[src/rtl/audio_pkg.sv]
// Shared types and helpers for the audio level detector.
package audio_pkg;

   localparam int unsigned DEF_SAMPLE_W = 16;
   localparam int unsigned MAX_SAMPLE_W = 32;

   typedef enum logic [1:0] {StIdle, StSkip, StShift, StAccum} rx_state_e;

   // Unsigned magnitude of a width-bit two's complement value; the most negative
   // value maps to 2^(width-1), which still fits in width bits.
   function automatic logic [MAX_SAMPLE_W-1:0] abs_u(input logic [MAX_SAMPLE_W-1:0] sample,
                                                     input int unsigned width);
      logic [MAX_SAMPLE_W-1:0] mask;
      logic [MAX_SAMPLE_W-1:0] mag;
      mask = {MAX_SAMPLE_W{1'b1}} >> (MAX_SAMPLE_W - width);
      if (sample[width-1]) mag = (~sample + MAX_SAMPLE_W'(1)) & mask;
      else                 mag = sample & mask;
      return mag;
   endfunction

endpackage

[src/rtl/i2s_rx_left.sv]
// I2S left-channel receiver: input synchronizers, edge detect, one-bit-delay skip,
// MSB-first deserializer and truncation detect.
module i2s_rx_left
   import audio_pkg::*;
#(
   parameter int unsigned SAMPLE_W    = DEF_SAMPLE_W,
   parameter int unsigned SYNC_STAGES = 2
) (
   input  logic                clk,
   input  logic                rst,
   input  logic                enable,
   input  logic                aud_bclk,
   input  logic                aud_adclrck,
   input  logic                aud_adcdat,
   output logic [SAMPLE_W-1:0] sample,
   output logic                sample_stb,
   output logic                trunc_stb
);

   localparam int unsigned CntW = $clog2(SAMPLE_W);

   // Bit order in the sync vectors: {bclk, adclrck, adcdat}
   logic [2:0]          sync_q [SYNC_STAGES];
   logic [2:0]          prev_q;
   logic [2:0]          sync_s;
   logic                bclk_rise, lrck_rise, lrck_fall;
   rx_state_e           state_q, state_d;
   logic [CntW-1:0]     cnt_q, cnt_d;
   logic [SAMPLE_W-1:0] shift_q, shift_d;

   assign sync_s    = sync_q[SYNC_STAGES-1];
   assign bclk_rise = sync_s[2] & ~prev_q[2];
   assign lrck_rise = sync_s[1] & ~prev_q[1];
   assign lrck_fall = ~sync_s[1] & prev_q[1];
   assign sample    = shift_q;

   always_ff @(posedge clk or posedge rst) begin
      if (rst) begin
         for (int unsigned i = 0; i < SYNC_STAGES; i++) sync_q[i] <= '0;
         prev_q  <= '0;
         state_q <= StIdle;
         cnt_q   <= '0;
         shift_q <= '0;
      end else begin
         sync_q[0] <= {aud_bclk, aud_adclrck, aud_adcdat};
         for (int unsigned i = 1; i < SYNC_STAGES; i++) sync_q[i] <= sync_q[i-1];
         prev_q  <= sync_s;
         state_q <= state_d;
         cnt_q   <= cnt_d;
         shift_q <= shift_d;
      end
   end

   always_comb begin
      state_d    = state_q;
      cnt_d      = cnt_q;
      shift_d    = shift_q;
      sample_stb = 1'b0;
      trunc_stb  = 1'b0;
      if (!enable) begin
         // Partial sample is dropped silently; no truncation report.
         state_d = StIdle;
      end else begin
         unique case (state_q)
            StIdle: begin
               if (lrck_fall) state_d = StSkip;
            end
            StSkip: begin
               if (lrck_rise) begin
                  trunc_stb = 1'b1;
                  state_d   = StIdle;
               end else if (bclk_rise) begin
                  cnt_d   = '0;
                  state_d = StShift;
               end
            end
            StShift: begin
               if (lrck_rise) begin
                  trunc_stb = 1'b1;
                  state_d   = StIdle;
               end else if (bclk_rise) begin
                  shift_d = {shift_q[SAMPLE_W-2:0], sync_s[0]};
                  cnt_d   = cnt_q + CntW'(1);
                  if (cnt_q == CntW'(SAMPLE_W - 1)) state_d = StAccum;
               end
            end
            StAccum: begin
               sample_stb = 1'b1;
               state_d    = StIdle;
            end
            default: state_d = StIdle;
         endcase
      end
   end

endmodule

[src/rtl/audio_level_detector.sv]
// Per-frame mean |sample| of the I2S left channel with hysteretic voice flag.
// Optional AUDIO_PEAK_HOLD_EN adds a per-frame peak magnitude output.
module audio_level_detector
   import audio_pkg::*;
#(
   parameter int unsigned SAMPLE_W    = DEF_SAMPLE_W,
   parameter int unsigned FRAME_LOG2  = 8,
   parameter int unsigned SYNC_STAGES = 2
) (
   input  logic                clk,
   input  logic                rst,
   input  logic                enable,
   input  logic                aud_bclk,
   input  logic                aud_adclrck,
   input  logic                aud_adcdat,
   input  logic [SAMPLE_W-1:0] thresh,
   input  logic                err_clr,
   output logic [SAMPLE_W-1:0] level,
   output logic                level_valid,
   output logic                voice_active,
   output logic                drop_err
`ifdef AUDIO_PEAK_HOLD_EN
   ,
   output logic [SAMPLE_W-1:0] peak
`endif
);

   localparam int unsigned AccW = SAMPLE_W + FRAME_LOG2;

   logic [SAMPLE_W-1:0]   sample;
   logic                  sample_stb, trunc_stb;
   logic [SAMPLE_W-1:0]   abs_val;
   logic [AccW-1:0]       acc_sum;
   logic [SAMPLE_W-1:0]   new_level;
   logic                  frame_end;

   logic [AccW-1:0]       acc_q, acc_d;
   logic [FRAME_LOG2-1:0] frame_cnt_q, frame_cnt_d;
   logic [SAMPLE_W-1:0]   level_q, level_d;
   logic                  level_valid_q, level_valid_d;
   logic                  voice_q, voice_d;
   logic                  drop_q, drop_d;

   i2s_rx_left #(
      .SAMPLE_W   (SAMPLE_W),
      .SYNC_STAGES(SYNC_STAGES)
   ) u_rx (
      .clk        (clk),
      .rst        (rst),
      .enable     (enable),
      .aud_bclk   (aud_bclk),
      .aud_adclrck(aud_adclrck),
      .aud_adcdat (aud_adcdat),
      .sample     (sample),
      .sample_stb (sample_stb),
      .trunc_stb  (trunc_stb)
   );

   assign abs_val   = SAMPLE_W'(abs_u(MAX_SAMPLE_W'(sample), SAMPLE_W));
   assign acc_sum   = acc_q + AccW'(abs_val);
   assign new_level = SAMPLE_W'(acc_sum >> FRAME_LOG2);
   assign frame_end = sample_stb && (frame_cnt_q == '1);

   always_ff @(posedge clk or posedge rst) begin
      if (rst) begin
         acc_q         <= '0;
         frame_cnt_q   <= '0;
         level_q       <= '0;
         level_valid_q <= 1'b0;
         voice_q       <= 1'b0;
         drop_q        <= 1'b0;
      end else begin
         acc_q         <= acc_d;
         frame_cnt_q   <= frame_cnt_d;
         level_q       <= level_d;
         level_valid_q <= level_valid_d;
         voice_q       <= voice_d;
         drop_q        <= drop_d;
      end
   end

   always_comb begin
      acc_d         = acc_q;
      frame_cnt_d   = frame_cnt_q;
      level_d       = level_q;
      level_valid_d = 1'b0;
      voice_d       = voice_q;
      if (sample_stb) begin
         frame_cnt_d = frame_cnt_q + FRAME_LOG2'(1);
         if (frame_end) begin
            acc_d         = '0;
            level_d       = new_level;
            level_valid_d = 1'b1;
            if (new_level >= thresh)             voice_d = 1'b1;
            else if (new_level < (thresh >> 1))  voice_d = 1'b0;
         end else begin
            acc_d = acc_sum;
         end
      end
      // A truncation in the same cycle as err_clr keeps the flag set.
      if (trunc_stb)    drop_d = 1'b1;
      else if (err_clr) drop_d = 1'b0;
      else              drop_d = drop_q;
   end

   assign level        = level_q;
   assign level_valid  = level_valid_q;
   assign voice_active = voice_q;
   assign drop_err     = drop_q;

`ifdef AUDIO_PEAK_HOLD_EN
   logic [SAMPLE_W-1:0] max_q, max_d, peak_q, peak_d, run_max;

   assign run_max = (abs_val > max_q) ? abs_val : max_q;

   always_ff @(posedge clk or posedge rst) begin
      if (rst) begin
         max_q  <= '0;
         peak_q <= '0;
      end else begin
         max_q  <= max_d;
         peak_q <= peak_d;
      end
   end

   always_comb begin
      max_d  = max_q;
      peak_d = peak_q;
      if (sample_stb) begin
         if (frame_end) begin
            peak_d = run_max;
            max_d  = '0;
         end else begin
            max_d = run_max;
         end
      end
   end

   assign peak = peak_q;
`endif

endmodule

[config.mk]
export PLATFORM = sky130hd
export DESIGN_NAME = audio_level_detector
export DESIGN_NICKNAME = d
export VERILOG_FILES = /design/src/rtl/audio_pkg.sv /design/src/rtl/i2s_rx_left.sv /design/src/rtl/audio_level_detector.sv
export SDC_FILE = /design/constraint.sdc
export NUM_CORES = 1
export LEC_CHECK = 0
export BUFFER_PORTS_ARGS = -buffer_cell sky130_fd_sc_hd__buf_2
export CAP_MARGIN = 10
export CORE_MARGIN = 8
export CORE_UTILIZATION = 35
export DETAILED_ROUTE_END_ITERATION = 10
export GPL_TIMING_DRIVEN = 0
export PLACE_DENSITY = 0.64
export SYNTH_ARGS = -nofsm -noshare
export SYNTH_HDL_FRONTEND = slang
export SYNTH_HIERARCHICAL = 1
export SYNTH_SLANG_ARGS = --single-unit
[constraint.sdc]
create_clock -name clk -period 4.11 [get_ports clk]
set_input_delay 0.822 -clock clk [delete_from_list [all_inputs] [get_ports clk]]
set_output_delay 0.822 -clock clk [all_outputs]
set_load 0.1 [all_outputs]
After elaboration in Yosys (flattened, before gate mapping)
Cells that the tools add are included.
- shift operators: 0
- $lt $le $gt $ge: 2
- $add $sub $neg: 4
- divide/modulo/power cells: 0
- multiplexer cells: 26
- reductions and logical operators: 11
- $mul: 0
- eq/ne operators: 13
- bitwise gates (word level): 8
- operators by type and width (operator ; number):
    $add 24x16->24 ; 1
    $mux 24 ; 1
    $add 16x1->16 const B ; 1
    $ge 16x16->1 ; 1
    $lt 16x15->1 ; 1
    $mux 16 ; 1
    $mux 4 ; 4
    $not 16->16 ; 1
    $mux 2 ; 7
    $ne 4x2->1 const B ; 3
    $mux 1 ; 11
    $add 8x1->8 const B ; 1
    $eq 8x8->1 const B ; 1
    $pmux 2 s4 ; 1
    $pmux 4 s2 ; 1
    $reduce_and 4->1 ; 2
    $reduce_and 6->1 ; 1
    $reduce_bool 2->1 ; 3
    $add 4x1->4 const B ; 1
    $eq 2x2->1 const B ; 2
    $eq 4x4->1 const B ; 1
    $ne 2x1->1 const B ; 2
    $ne 2x2->1 const B ; 2
    $not 1->1 ; 4
    other kinds (8) ; 10
- flip-flop bits (word level): 82
- latch bits: 0
- bits in writable memories: 0
- logic and storage cells: 76
- memories kept: 0
- bits in read-only memories: 0
- input bits: 23
- output and inout port bits: 19

Depth between registers and ports, before layout
- word-level depth: 7
- mapped depth: 22
- depth with buffers taken out: 22

Modules after synthesis
The synthesis kept the hierarchy.
- modules (own cells, without submodules) (module ; sequential area each (um^2) ; area an instance (um^2) ; cells an instance ; times used):
    audio_level_detector ; 1276.2 ; 3940.0 ; 446 ; 1
    i2s_rx_left ; 750.7 ; 1338.8 ; 94 ; 1

Worst setup path after synthesis
Ideal clock, no wire load.
- path type: flip-flop to flip-flop
- start point: register u_rx.shift_q[3], in the netlist u_rx/sample[3]
- end point: register voice_q, in the netlist voice_active
- path buffers: 0
- slack: -0.267 ns
- required time: 4.032 ns
- stages on the path, launching flop included: 20
- clock period less this slack: 4.377 ns
- arrival time: 4.299 ns
- path through: dfrtp_1 > nor3_1 > nand2b_1 > nor3_1 > nand2_1 > or2_2 > o31ai_1 > xnor2_1 > ha_1 > and4_1 > and2_1 > o211ai_1 > a31o_2 > or2_1 > xnor2_1 > ha_1 > nand3_1 > or4_1 > o2111ai_1 > o2bb2ai_1
- word-level cells in the longest chain between the ends: 7
- elaborated cells on any way between the ends: 9
- those cells by class: add/sub: 2; order compare: 2; mux: 2; bitwise: 1; reduce/logical: 2
- RTL lines (what ; line ; RTL):
    start: declaration ; i2s_rx_left.sv:29 ; logic [SAMPLE_W-1:0] shift_q, shift_d;
    start signal: assignment ; i2s_rx_left.sv:50 ; shift_q <= shift_d;
    $not 16->16 ; audio_pkg.sv:16 ; if (sample[width-1]) mag = (~sample + MAX_SAMPLE_W'(1)) & mask;
    $add 16x1->16 ; audio_pkg.sv:16 ;
    $mux 16 * ; audio_pkg.sv:16 ;
    $add 24x16->24 * ; audio_level_detector.sv:60 ; assign acc_sum = acc_q + AccW'(abs_val);
    net acc_sum[21] ; audio_level_detector.sv:33 ; logic [AccW-1:0] acc_sum;
    $ge 16x16->1 or $lt 16x15->1 (tied branches) ; audio_level_detector.sv:94, audio_level_detector.sv:95 ;
    $reduce_bool 2->1 (no source line) ; -- ;
    $reduce_and 3->1 (no source line) ; -- ;
    end signal: assignment ; audio_level_detector.sv:77 ; voice_q <= voice_d;
    end: declaration ; audio_level_detector.sv:41 ; logic voice_q, voice_d;
The timed path passes the listed nets; every way through them passes the cells marked *.
A chain may end at the register's enable or synchronous reset.

Final worst setup path
Ends and elaborated chain as after synthesis.

==> reports/metrics.yaml <==
timing:
  worst-slew-pin-transition_ns: 0.614
  setup_viol_count_final: 1
  fmax_mhz: 234
  skew_ns: 0.00990
  rsz0062_at_grt: "yes"
  timing.slew.headroom: 0.591
  slew_viol_final: 0
  finalCriticalPeriod_ns: 4.27
  hold_ws_ns: 0.351
  setup_slack_ns: -0.160
  period_share: 1.04
  hold_violations: 0
synthesis:
  synth.top_cell.area_share: 0.384
  synth-main-ff-cell: "dfrtp_1"
  yosysTopAreaCell: "dfrtp_1"
  synth_area_per_cell_um2: 9.78
  synth_nets: 619
  synth_edf_count: 0
  netlist_area_mm2: 0.00528
  seq_area_frac_synth: 0.384
  ys_ff_latch: 81
  netlist-cell-type-count: 63
  syn-instance-count: 540
  yosysWarnings: 6
  ys_top_cells_by_area: "dfrtp_1 38%, ha_1 13%, xnor2_1 4.6%, inv_1 4.0%, o21ai_0 3.8%"
  synthTopCellsByCount: "81 x dfrtp_1, 56 x inv_1, 55 x ha_1"
  async_reset_ff_frac: 1.00
  synth_most_common_cell: "dfrtp_1"
worst_setup_path:
  critical_path_class: "flip-flop to flip-flop"
  cp.required_ns: 4.37
  rr_worst_depth: 17
  cp.arrival_ns: 4.53
  r2r_slack_ns: -0.16
  cp-end-kind: "flip-flop"
  start_kind: "flip-flop"
  cp_max_fo: 4
layout:
  multi_input_area_mm2: 0.00330
  fill_cells: 1399
  drive_gt1_frac: 0.292
  final_core_utilization: 0.441
  areaGrowthSynthToFinish_pct: 25.1
  final_cells: 812
  n_antenna_cell: 0
  ff_latch_area_mm2: 0.00203
  num-nets-final: 699
clock_tree:
  cts_sinks: 81
  cts_buffers: 9
  clkLatencyLatePin_ns: 0.35
  htreeDepth: 3
  clk_pin_slew_ns: 0.06
  cts_tree: "built"
  clk_path_buf_depth: 2
  cts-root-buf: "clkbuf_16"
floorplan:
  core.rowCount: 45
  design.core.area_mm2: 0.0150
  ios: 42
  die_h_um: 139
  fp.dieW_um: 139
  initial_utilization: 0.352
  die_area_mm2: 0.0193
power_and_ir_drop:
  powerDensity_mw_per_mm2: 419
  p_leak_uw: 0.00333
  p_total_uw: 2770
  ir_worst_vdd_uv: 247
global_routing:
  overflow: 0
  grt_max_degree: 34
  grt_pass1_wl_um: 20400
  grt_pass1_vias: 4304
  antenna_found_initial: 0
  grtUsageTotal: 0.127
route:
  num_vias: 4228
  dr.pass1.iters: 4
  postRouteAntennaNets: 0
  vias_per_cell: 5.21
  wl_um: 12200
  wire_per_inst_um: 15.0
  drc: 0
  drt_iter0_markers: 221
placement:
  hpwl_um: 8780
  gp_congestion: 0.812
  portBuffers: 40
  place_inst: 769
  dp_slack_ns: -0.623
run_status:
  violations: "negative setup slack"
  outcome: "complete, but fails checks"
flow_run:
  cap_violations: 0
min_path:
  hold_depth: 0
  min_path_type: "flip-flop to flip-flop"
[layer usage]
metal	track usage	up-vias	share of wire
met2	0.211	74	0.49
met4	0.0277	0	0.015
li1	-	2067	-
met1	0.158	2073	0.46
met5	0	-	0
met3	0.0406	14	0.040
[cells in the final DEF (no fill, tap or decap), types with 4 or more instances in the layout]
cell type,count
mux2_4,10
or3_1,5
o21ai_0,33
xor2_1,11
inv_1,54
a21oi_1,19
buf_4,28
a21oi_2,6
nand4_1,10
clkbuf_16,9
nor2_1,16
o211ai_1,6
o21bai_1,5
nand3_1,16
ha_4,7
xnor2_1,21
o21ai_1,4
a21o_1,13
o22ai_1,12
dfrtp_1,77
nand2b_1,4
buf_2,40
clkbuf_1,9
mux2_2,13
ha_1,47
a211oi_2,6
xnor2_2,6
nor4_1,4
dfrtp_2,4
nor3_1,6
nand2_1,40
[flip-flops by register name, summed over array words and instances (netlist names)]
register      count
u_rx/sample      16
frame_cnt_q       8
u_rx/sync_s       3
acc_q            24
u_rx/sync_q       3
drop_err          1
u_rx/prev_q       2
voice_active      1
level_valid       1
u_rx/state_q      2
level            16
u_rx/cnt_q        4
[power breakdown]
part | internal (uW) | switching [uW] | total (uW)
logic | 436 | 525 | 962
clock network | 482 | 327 | 809
registers | 902 | 96.1 | 998
[layout make-up]
type                            instances  area share
Buffer                                 15      0.0119
Multi-Input combinational cell        388       0.500
Tap cell                              188      0.0356
Clock inverter                          5     0.00853
Sequential cell                        81       0.308
Timing Repair Buffer                   69      0.0682
Inverter                               56      0.0318
Clock buffer                           10      0.0362
[per-stage QoR]
stage,instance area [um^2],TNS [ns]
after CTS,6260,-0.248
after global placement,5730,-0.554
final,6600,-0.160
after global routing,6600,-0.367
after detailed placement,5750,-0.623
after floorplan,5300,-0.104
[cell families (layout without fill, tap and decap cells)]
group / count (synthesis) / count (layout) / synth area share
flops: 81 / 81 / 0.384
simple gates: 135 / 135 / 0.137
compound gates: 131 / 131 / 0.163
mux: 26 / 26 / 0.0619
buf+inv: 71 / 155 / 0.0540
fa+ha+maj: 56 / 56 / 0.134
xor+xnor: 40 / 40 / 0.0664
[worst max-delay path: stages, from the launching register on]
cell and delay, ns:
dfrtp_1 0.40, nor3_4 0.20, nand2b_1 0.10, buf_4 0.16
o41ai_4 0.36, xnor2_2 0.20, ha_4 0.24, buf_4 0.13
and4_1 0.15, a221o_2 0.41, a41o_1 0.25, xnor2_2 0.24
inv_2 0.09, ha_4 0.28, nand4_1 0.12, or4_4 0.55
o2111ai_2 0.17, o2bb2ai_1 0.13
[final timing paths]
check,startpoint,endpoint
max,u_rx/sample[3],voice_active
min,u_rx/sync_q[3],u_rx/sync_s[0]
max reg2reg,u_rx/sample[3],voice_active
min reg2reg,u_rx/sync_q[3],u_rx/sync_s[0]
max in group asynchronous,rst,level[2]
min in group asynchronous,rst,u_rx/prev_q[1]
[timing repair]
item | in CTS | in global routing
pin swaps | 20 | 30
buffers inserted | 13 | 14
hold buffers | 0 | 0
endpoints found under the setup margin | 1 | 1
resized for setup | 25 | 43
Note: power is estimated with default switching activity, not from simulation.
